## config.mk

```make
export PLATFORM = sky130hd
export DESIGN_NAME = fetch_unit
export DESIGN_NICKNAME = d
export VERILOG_FILES = /design/src/rtl/fetch_unit_pkg.sv /design/src/rtl/fetch_unit_return_addr_stack.sv /design/src/rtl/fetch_unit.sv
export SDC_FILE = /design/constraint.sdc
export NUM_CORES = 1
export LEC_CHECK = 0
export ABC_AREA = 1
export ABC_CLOCK_PERIOD_IN_PS = 2990
export CORE_MARGIN = 4
export CORE_UTILIZATION = 50
export CTS_CLUSTER_DIAMETER = 100
export CTS_CLUSTER_SIZE = 12
export DETAILED_ROUTE_END_ITERATION = 10
export PLACE_DENSITY = 0.9
export SYNTH_ARGS = -nofsm -noshare
export SYNTH_HDL_FRONTEND = slang
export SYNTH_SLANG_ARGS = --single-unit
```

## constraint.sdc

```tcl
create_clock -name clk -period 2.99 [get_ports clk]
set_clock_uncertainty 0.2 [all_clocks]
set_input_delay 0.598 -clock clk [delete_from_list [all_inputs] [get_ports clk]]
set_output_delay 0.598 -clock clk [all_outputs]
set_load 0.05 [all_outputs]
```

## src/rtl/fetch_unit_pkg.sv

```systemverilog
// fetch_unit_pkg: opcode decode helpers shared by the fetch stage and its bench.
// The opcode values come from the shared opcode header (`CALL, `RET). The
// fallback values below are used only when that header has not already been
// read into the compilation unit.
`ifndef CALL
`define CALL 4'hC
`endif
`ifndef RET
`define RET 4'hD
`endif

package fetch_unit_pkg;

    localparam logic [3:0] OP_CALL = `CALL;
    localparam logic [3:0] OP_RET  = `RET;

    // True when the opcode field of instr matches op.
    function automatic logic is_op(input logic [15:0] instr, input logic [3:0] op);
        return instr[15:12] == op;
    endfunction

endpackage

```

## src/rtl/fetch_unit_return_addr_stack.sv

```systemverilog
// return_addr_stack: circular return-address stack.
//   clk, rst          : clock, synchronous active-high reset
//   push, pop         : stack operations (never both in one cycle)
//   push_data [15:0]  : return address to push
//   top [15:0]        : most recently pushed entry (meaningless when empty)
//   empty, full       : occupancy flags
//   ovf, unf          : sticky flags, push-while-full / pop-while-empty
// When full, a push overwrites the oldest entry. This works because, with the
// stack full, the write pointer already points at the oldest slot.
module return_addr_stack #(
    parameter int DEPTH = 4
) (
    input  logic        clk,
    input  logic        rst,
    input  logic        push,
    input  logic        pop,
    input  logic [15:0] push_data,
    output logic [15:0] top,
    output logic        empty,
    output logic        full,
    output logic        ovf,
    output logic        unf
);

    localparam int PW = $clog2(DEPTH);
    localparam int CW = PW + 1;

    logic [15:0]   entry_reg [DEPTH];
    logic [PW-1:0] ptr_reg;      // next free slot
    logic [CW-1:0] count_reg;
    logic          ovf_reg;
    logic          unf_reg;

    assign empty = (count_reg == '0);
    assign full  = (count_reg == CW'(DEPTH));
    assign top   = entry_reg[ptr_reg - PW'(1)];
    assign ovf   = ovf_reg;
    assign unf   = unf_reg;

    // Storage entries carry no reset: occupancy is tracked by count_reg alone.
    genvar gi;
    generate
        for (gi = 0; gi < DEPTH; gi++) begin : g_entry
            always_ff @(posedge clk) begin
                if (!rst && push && (ptr_reg == PW'(gi))) begin
                    entry_reg[gi] <= push_data;
                end
            end
        end
    endgenerate

    always_ff @(posedge clk) begin
        if (rst) begin
            ptr_reg   <= '0;
            count_reg <= '0;
            ovf_reg   <= 1'b0;
            unf_reg   <= 1'b0;
        end else if (push) begin
            ptr_reg <= ptr_reg + PW'(1);
            if (full) begin
                ovf_reg <= 1'b1;
            end else begin
                count_reg <= count_reg + CW'(1);
            end
        end else if (pop) begin
            if (empty) begin
                unf_reg <= 1'b1;
            end else begin
                ptr_reg   <= ptr_reg - PW'(1);
                count_reg <= count_reg - CW'(1);
            end
        end
    end

endmodule

```

## src/rtl/fetch_unit.sv

```systemverilog
// fetch_unit: PC register, IF/ID pipeline latch and return-address stack.
//   clk, rst          : clock, synchronous active-high reset
//   nxt_pc [15:0]     : next PC from the next-PC logic (ignored while RET is in EX)
//   ex_instr [15:0]   : instruction in EX; CALL pushes pc+1, RET pops into pc
//   stall             : freezes PC, IF/ID latch and the RAS
//   imem_data [15:0]  : instruction word read asynchronously at imem_addr
//   pc, imem_addr     : current fetch PC (imem_addr is the same value)
//   if_instr, if_pc   : IF/ID latched instruction and its PC
//   if_valid          : IF/ID latch holds a real instruction
//   ras_ovf, ras_unf  : sticky RAS overflow / underflow
module fetch_unit
    import fetch_unit_pkg::*;
#(
    parameter int          RAS_DEPTH = 4,
    parameter logic [15:0] RESET_PC  = 16'h0000
) (
    input  logic        clk,
    input  logic        rst,
    input  logic [15:0] nxt_pc,
    input  logic [15:0] ex_instr,
    input  logic        stall,
    input  logic [15:0] imem_data,
    output logic [15:0] pc,
    output logic [15:0] imem_addr,
    output logic [15:0] if_instr,
    output logic [15:0] if_pc,
    output logic        if_valid,
    output logic        ras_ovf,
    output logic        ras_unf
);

    logic [15:0] pc_reg;
    logic [15:0] if_instr_reg;
    logic [15:0] if_pc_reg;
    logic        if_valid_reg;

    logic        call_in_ex;
    logic        ret_in_ex;
    logic        ras_push;
    logic        ras_pop;
    logic [15:0] ras_top;
    logic        ras_empty;
    logic        ras_full;
    logic [15:0] sel_pc;
    logic        unused_sigs;

    assign call_in_ex = is_op(ex_instr, OP_CALL);
    assign ret_in_ex  = is_op(ex_instr, OP_RET);

    // A stalled CALL/RET is deferred to its first unstalled cycle.
    assign ras_push = call_in_ex && !stall;
    assign ras_pop  = ret_in_ex && !stall;

    // On RET nxt_pc is never selected (it may be X). An empty stack returns
    // RESET_PC rather than a stale entry.
    always_comb begin
        sel_pc = nxt_pc;
        if (ret_in_ex) begin
            sel_pc = ras_empty ? RESET_PC : ras_top;
        end
    end

    return_addr_stack #(
        .DEPTH(RAS_DEPTH)
    ) u_ras (
        .clk      (clk),
        .rst      (rst),
        .push     (ras_push),
        .pop      (ras_pop),
        .push_data(pc_reg + 16'd1),
        .top      (ras_top),
        .empty    (ras_empty),
        .full     (ras_full),
        .ovf      (ras_ovf),
        .unf      (ras_unf)
    );

    always_ff @(posedge clk) begin
        if (rst) begin
            pc_reg       <= RESET_PC;
            if_instr_reg <= 16'h0000;
            if_pc_reg    <= 16'h0000;
            if_valid_reg <= 1'b0;
        end else if (!stall) begin
            pc_reg       <= sel_pc;
            if_instr_reg <= imem_data;
            if_pc_reg    <= pc_reg;
            if_valid_reg <= 1'b1;
        end
    end

    assign pc        = pc_reg;
    assign imem_addr = pc_reg;
    assign if_instr  = if_instr_reg;
    assign if_pc     = if_pc_reg;
    assign if_valid  = if_valid_reg;

    // Operand bits of ex_instr and the full flag are not needed by this stage.
    assign unused_sigs = ^{ex_instr[11:0], ras_full};

endmodule
```

# Word level (Yosys, flattened, before mapping)

Memories as Yosys holds them, arrays and structs flattened.
Index checks and enable logic that the tools add are counted.

Bits in registers: 56
Memories: 1
Word-level logic and storage cells: 68
Bits in writable memories: 64

Memories:

| memory          | depth | width | read ports | clocked after memory_dff | wr ports | line                               | source |
|---|---|---|---|---|---|---|---|
| u_ras.entry_reg | 4     | 16    | 1          | 0                        | 1        | fetch_unit_return_addr_stack.sv:28 | `logic [15:0] entry_reg [DEPTH];` |

Reductions and logical operators: 19
Multiplexer cells: 26
Bitwise operators: 1
Equality and inequality tests: 8
Add/sub/neg operators: 5

Operator list:

| operator              | count |
|---|---|
| $mux 16               | 5 |
| $reduce_or 16->1      | 3 |
| $add 16x1->16 const B | 1 |
| $mux 2                | 6 |
| $mux 3                | 4 |
| $mux 1                | 11 |
| $eq 4x4->1 const B    | 2 |
| $logic_and 1x1->1     | 7 |
| $reduce_and 3->1      | 2 |
| $eq 2x2->1 const B    | 2 |
| $reduce_and 2->1      | 2 |
| $add 3x1->3 const B   | 1 |
| $eq 3x3->1 const B    | 1 |
| $logic_not 3->1       | 1 |
| $sub 3x1->3 const B   | 1 |
| $add 2x1->2 const B   | 1 |
| $eq 2x1->1 const B    | 1 |
| $logic_not 1->1       | 2 |
| $logic_not 2->1       | 1 |
| $ne 2x1->1 const B    | 1 |
| $ne 2x2->1 const B    | 1 |
| $reduce_bool 2->1     | 1 |
| $sub 2x1->2 const B   | 1 |
| $not 1->1             | 1 |

# Depth between registers and ports, before layout

Gate-level depths: netlist (run 1).

Depth in word-level cells: 10
Depth in mapped cells: 13

# Modules after synthesis

A second synthesis (run 1) with hierarchy kept.

Cell total of the unflattened synthesis: 592
Area total of the unflattened synthesis: 5335.1 µm²

Modules (own cells, without submodules):

| module            | instances | area each (µm²) | cells an instance |
|---|---|---|---|
| return_addr_stack | 1         | 2842.7          | 223 |
| fetch_unit        | 1         | 2492.4          | 369 |

# Worst setup path after synthesis (run 1)

OpenSTA, ideal clock, no wires.

Path kind: input to register
From: input port ex_instr[14]
To: memory u_ras.entry_reg[0][0], enable pin
Stages on the path: 6
Setup slack: 0.606 ns
Arrival time: 1.795 ns
Setup time: 0.389 ns
Data required time: 2.401 ns
Path buffers: 0
Cell sequence: nand2_1 nor2_2 nand2_2 inv_1 nand2_1 nor2_1

Cells in the longest elaborated chain, start to end: 10
Elaborated cells between the ends (all ways): 24
Those cells by class: eq/ne: 1; mux: 14; reduce/logical: 9

RTL lines:

| item                                                           | line                               | source |
|---|---|---|
| start: declaration                                             | fetch_unit.sv:20                   | `input logic [15:0] ex_instr,` |
| $eq 4x4->1 (*)                                                 | fetch_unit_pkg.sv:19               | `return instr[15:12] == op;` |
| $logic_and 1x1->1 (*)                                          | fetch_unit.sv:51                   | `assign ras_push = call_in_ex && !stall;` |
| $logic_and 1x1->1 (*)                                          | fetch_unit_return_addr_stack.sv:45 | `if (!rst && push && (ptr_reg == PW'(gi))) begin` |
| $logic_and 1x1->1                                              | fetch_unit_return_addr_stack.sv:45 |  |
| $mux 1                                                         | fetch_unit_return_addr_stack.sv:45 |  |
| $mux 1 (implied by the code)                                   | fetch_unit_return_addr_stack.sv:46 | `entry_reg[gi] <= push_data;` |
| $reduce_or 16->1 (no source line)                              | -                                  |  |
| $mux 2 (no source line) or $mux 1 (tied branches) (3 in a row) | -                                  |  |
| end: declaration                                               | fetch_unit_return_addr_stack.sv:28 |  |

Mark *: on every way between the ends. The rest lies on a longest branch, timed or not.

# Worst setup path in the final report (run 1)

From: register pc_reg[8] (netlist: imem_addr[8])
To: output port imem_addr[8]

RTL lines:

| item                     | line             | source |
|---|---|---|
| start: declaration       | fetch_unit.sv:32 | `logic [15:0] pc_reg;` |
| start signal: assignment | fetch_unit.sv:85 | `pc_reg <= sel_pc;` |
| end: declaration         | fetch_unit.sv:24 | `output logic [15:0] imem_addr,` |

No word-level cell between the ends.

==> flow_summary.yaml, run 1 <==
floorplan:
  fp-row-count: 36
  core_area_um2: 9910
  die_y_um: 110
  initial_utilization_pct: 52.2
  io_pins: 118
  die_w_um: 110
  die_area_um2: 12000
clock_network:
  cts_tree: "built"
  cts.path.max_buffers: 2
  cts.repair.resized: 0
  clk_pin_slew_worst_paths_ns: 0.05
  cts_root_buf: "clkbuf_8"
  clkLatencyLatePin_ns: 0.53
  postCtsSetupBuffers: 0
  htreeDepth: 4
  cts_hold_buf: 0
  clock_sinks: 120
  numCtsBuffers: 17
global_route:
  grt.total_usage_pct: 25.8
  use_met3_pct: 7.81
  grt_overflow_total: 0
  antenna_found_initial: 0
  grt_start_max_net_pins: 43
  use_met2_pct: 42.9
  top_usage_layer: "met2"
  grt_use_met1_pct: 30.3
  grt_first_pass_wirelength_um: 23200
  grt_pass1_vias: 4460
timing:
  fin_setup_tns_ns: 0
  period_needed_ns: 2.77
  layout_setup_ws_ns: 0.215
  tightest_slew_ns: 0.680
  fmax_mhz: 360
  final_max_slew_viol_count: 0
  rsz0062_at_grt: "no"
  finalCritPeriodShare_pct: 92.8
  holdWs_ns: 0.285
  slew_headroom_pct: 54.6
  setup_violations: 0
  finalHoldViolations: 0
finish:
  fin_area_um2: 6800
  final_nets: 690
  fillers: 660
  diodes: 0
  regArea_um2: 3040
  instances_no_fill: 779
  syn2layout_area_growth_pct: 31.4
  final_layout_size_suffix_gt1_share_pct: 9.60
  multiInputGateArea_um2: 1770
  largest_register_ffs: 64
synthesis:
  synth.yosys.seq_area_share_pct: 58.8
  async_reset_ff_share_pct: 0
  avgSynthCellArea_um2: 9.51
  synth-main-ff-cell: "edfxtp_1"
  synth_top_area_cell: "edfxtp_1"
  syn_inst: 544
  synth_edf_count: 64
  synth_top_area_share_pct: 37.1
  yosysWarnings: 0
  ys_ff_latch: 120
  syn_nets: 601
  synth_cell_types: 29
  syn_area_um2: 5170
  synthTopCellsByArea: "edfxtp_1, dfxtp_1, nor2_1, o21ai_0, a21oi_1"
power:
  p_per_area_nw_per_um2: 658
  irDropWorstVdd_mv: 0.565
  power.leakage_uw: 0.00261
setup_path:
  cpMaxStageDelayCell: "clkdlybuf4s50_1"
  worst-path-buf-inv: 1
  worst_setup_path_start_kind: "register"
  end_kind: "primary output"
  cp_max_fo: 9
  critPathTopFamily: "buffers and inverters"
  r2r_setup_slack_ns: 0.68
  setup.worst_path.class: "register to primary output"
  worstPathCellList: "clkdlybuf4s50_1"
  worstPathRequired_ns: 2.19
  max_stage_delay_ns: 0.89
  worstPathArrival_ns: 1.98
run:
  drv_cap: 0
routing:
  post_drt_wl_per_cell_um: 19.0
  via_per_inst: 5.67
  drt_iter0_drc: 466
  drtAntennaViolNets: 0
  route.detailed.drc: 0
  firstDrtPassIters: 6
  wirelength_um: 14800
  num_vias: 4415
placed_design:
  dp_cells: 747
  port_buffers: 105
  place_area_um2: 6190
  dpl.hpwl_um: 8770
  place_congestion: 0.836
  place_ws_ns: 0.408
min_path:
  min_path_type: "register to register"
status:
  status: "completed"
-- layout make-up --
cell class,count,share of cell area [%]
sequential,120,44.7
multi-input combinational,354,26.0
timing repair buffer,114,16.4
clock buffer,23,6.86
tap,133,2.45
clock inverter,9,2.15
inverter,26,1.44
-- Yosys cell counts, types with 10 or more instances --
cell,instances
o22ai_1,16
buf_4,17
nor2_1,122
xor2_1,10
dfxtp_1,56
edfxtp_1,64
a21oi_1,43
o21ai_1,14
o21ai_0,57
buf_2,14
nand2_1,56
inv_1,20
-- worst reg2reg max path: cells and delay by family (launching register included) --
| kind | cells | cell delay, ns |
|---|---|---|
| adders and majority gates | 1 | 0.53 |
| AOI/OAI and AO/OA | 3 | 0.52 |
| buffers and inverters | 2 | 0.46 |
| DFF | 1 | 0.38 |
| and+or+nand+nor | 1 | 0.14 |
-- metal layers --
layer	vias up	wire length [um]
li1	2002	-
met4	0	494
met5	-	0
met3	52	1510
met2	279	7380
met1	2082	5420
-- through the flow --
stage               util (%)  total power [uW]
floorplan                  -              2190
global placement        62.4              2350
detailed placement      62.4              2370
CTS                     68.6              4460
global route            68.6              4570
finish                  68.6              4470
-- cell usage in the layout (no fill, tap or decap) --
master           instances
nor2_1                 122
clkdlybuf4s50_1        104
edfxtp_1                64
o21ai_0                 57
nand2_1                 56
dfxtp_1                 56
a21oi_1                 43
inv_1                   20
o22ai_1                 16
clkbuf_16               16
o21ai_1                 14
xor2_1                  10
buf_4                    9
nand3_1                  6
inv_2                    6
ha_1                     6
nor2_4                   4
nor2_2                   4
xnor2_1                  4
clkbuf_8                 4
bufinv_16                4
clkbuf_1                 3
clkinv_2                 3
nand3_2                  2
nand4_1                  2
nand2_2                  2
nand2_4                  2
nor2_8                   2
nand4_2                  1
nor3_2                   1
clkinv_1                 1
clkinvlp_4               1
buf_2                    1
-- cell families after synthesis --
logic type                 share of synthesized area (%)
AOI/OAI and AO/OA                                   13.0
DFF                                                 58.8
buffers and inverters                               7.04
and+or+nand+nor                                     17.4
adders and majority gates                           1.45
xor gates and xnor gates                            2.37
-- path summary, 6_finish.rpt --
check                      end  cells past startpoint        startpoint
setup / recovery  imem_addr[8]                      1      imem_addr[8]
hold / removal       u_ras.ovf                      2         u_ras.ovf
setup reg to reg  imem_addr[6]                      7  u_ras.ptr_reg[1]
hold reg to reg      u_ras.ovf                      2         u_ras.ovf
-- where the power goes --
group / internal (uW) / switching (uW)
Clock: 1410 / 710
Combinational: 177 / 340
Sequential: 1780 / 51.0
Total: 3370 / 1100
No activity file was read; power rests on OpenSTA's default activity.
==> run 2: changes to the inputs <==
--- a/config.mk
+++ b/config.mk
@@ -8,6 +8,8 @@
 export ABC_AREA = 1
 export ABC_CLOCK_PERIOD_IN_PS = 2990
+export CELL_PAD_IN_SITES_DETAIL_PLACEMENT = 1
+export CELL_PAD_IN_SITES_GLOBAL_PLACEMENT = 1
 export CORE_MARGIN = 4
-export CORE_UTILIZATION = 50
+export CORE_UTILIZATION = 38
 export CTS_CLUSTER_DIAMETER = 100
 export CTS_CLUSTER_SIZE = 12
@@ -17,2 +19,3 @@
 export SYNTH_HDL_FRONTEND = slang
 export SYNTH_SLANG_ARGS = --single-unit
+export TNS_END_PERCENT = 100
--- a/constraint.sdc
+++ b/constraint.sdc
@@ -3,3 +3,3 @@
 set_input_delay 0.598 -clock clk [delete_from_list [all_inputs] [get_ports clk]]
 set_output_delay 0.598 -clock clk [all_outputs]
-set_load 0.05 [all_outputs]
+set_load 0.005 [all_outputs]
==> flow_summary.yaml, run 2 (same netlist as run 1, synthesis figures left out) <==
setup_path:
  critPathTopFamily: "flip-flops"
  max_stage_delay_ns: 0.64
  worst-path-buf-inv: 1
  cpMaxStageDelayCell: "dfxtp_1"
  worstPathCellList: "clkdlybuf4s50_1"
  worstPathArrival_ns: 1.68
  end_kind: "primary output"
  r2r_setup_slack_ns: 0.68
  worstPathRequired_ns: 2.19
  cp_max_fo: 8
  setup.worst_path.class: "register to primary output"
  worst_setup_path_start_kind: "register"
finish:
  diodes: 0
  layout_commonest_cell: "nor2_1"
  fillers: 1452
  fin_area_um2: 6830
  final_layout_size_suffix_gt1_share_pct: 10.2
  syn2layout_area_growth_pct: 32.1
  largest_register_ffs: 64
  final_nets: 692
  final_cell_mix: "nor2_1, clkdlybuf4s50_1, edfxtp_1"
routing:
  drt_iter0_drc: 333
  post_drt_wl_per_cell_um: 22.5
  via_per_inst: 5.52
  wirelength_um: 18500
  route.detailed.drc: 0
  firstDrtPassIters: 5
  num_vias: 4550
  drtAntennaViolNets: 0
timing:
  slew_headroom_pct: 53.0
  rsz0062_at_grt: "no"
  final_max_slew_viol_count: 0
  finalHoldViolations: 0
  fin_setup_tns_ns: 0
  tightest_slew_ns: 0.704
  fmax_mhz: 404
  setup_violations: 0
  period_needed_ns: 2.47
  finalCritPeriodShare_pct: 82.8
global_route:
  antenna_found_initial: 0
  grt_first_pass_wirelength_um: 28900
  grt_start_max_net_pins: 47
  grt_overflow_total: 0
  grt.total_usage_pct: 23.9
  grt_pass1_vias: 5098
clock_network:
  cts.path.max_buffers: 2
  htreeDepth: 4
  postCtsSetupBuffers: 0
  cts_hold_buf: 0
  cts_root_buf: "clkbuf_16"
  numCtsBuffers: 17
  clk_pin_slew_worst_paths_ns: 0.05
  cts.repair.resized: 0
  clkLatencyLatePin_ns: 0.42
  clock_sinks: 120
  cts_tree: "built"
min_path:
  min_path_type: "register to register"
floorplan:
  initial_utilization_pct: 38.9
  die_y_um: 125
  core_area_um2: 13300
  io_pins: 118
  die_w_um: 125
  die_area_um2: 15500
  fp-row-count: 42
status:
  status: "completed"
placed_design:
  place_congestion: 0.768
  dpl.hpwl_um: 11100
  place_area_um2: 6260
  port_buffers: 105
power:
  irDropWorstVdd_mv: 0.434
  p_per_area_nw_per_um2: 612
  power.leakage_uw: 0.00261
run:
  drv_cap: 0
==> run 2: final cells by class <==
class | instances | area (um^2) | area share, %
Tap cell | 176 | 220 | 3.22
Timing Repair Buffer | 116 | 1130 | 16.5
Multi-Input combinational cell | 354 | 1770 | 25.9
Clock inverter | 9 | 55.1 | 0.806
Clock buffer | 23 | 522 | 7.64
Sequential cell | 120 | 3040 | 44.5
Inverter | 26 | 97.6 | 1.43
==> run 2: final timing paths <==
path,start,to,depth (start not counted)
min,if_instr[8],if_instr[8],2
min reg2reg,if_instr[8],if_instr[8],2
max reg2reg,imem_addr[1],u_ras.entry_reg[2][12],5
max,imem_addr[3],pc[3],1
==> run 2: layer usage <==
layer	wire [um]	up-vias	part of all wire [%]	track usage (%)
met5	0	-	0	0
met2	9360	236	51	41.6
li1	-	1999	-	-
met3	1320	69	7.1	7.12
met1	7100	2246	38	26.6
met4	726	0	3.9	11.9
==> run 2: report_power, final <==
group          switching [uW]  internal [uW]
combinational             168            179
clock                     771           1230
sequential               52.2           1780
==> run 2: tightest hold or removal path, stage by stage (launching register included) <==
cell	delay, ns
dfxtp_1	0.32
nor2_1	0.05
nor2_1	0.08
==> run 2: stage by stage <==
stage	hold slack (ns)	util, %	power [uW]	cells	setup slack [ns]
after floorplan	0.260	-	2000	544	0.606
after global placement	0.252	47.1	2170	792	0.466
after detailed placement	0.266	47.1	2200	792	0.328
after CTS	0.286	51.4	4190	824	0.513
after global routing	0.310	51.4	4300	824	0.478
final	0.285	51.4	4180	824	0.515
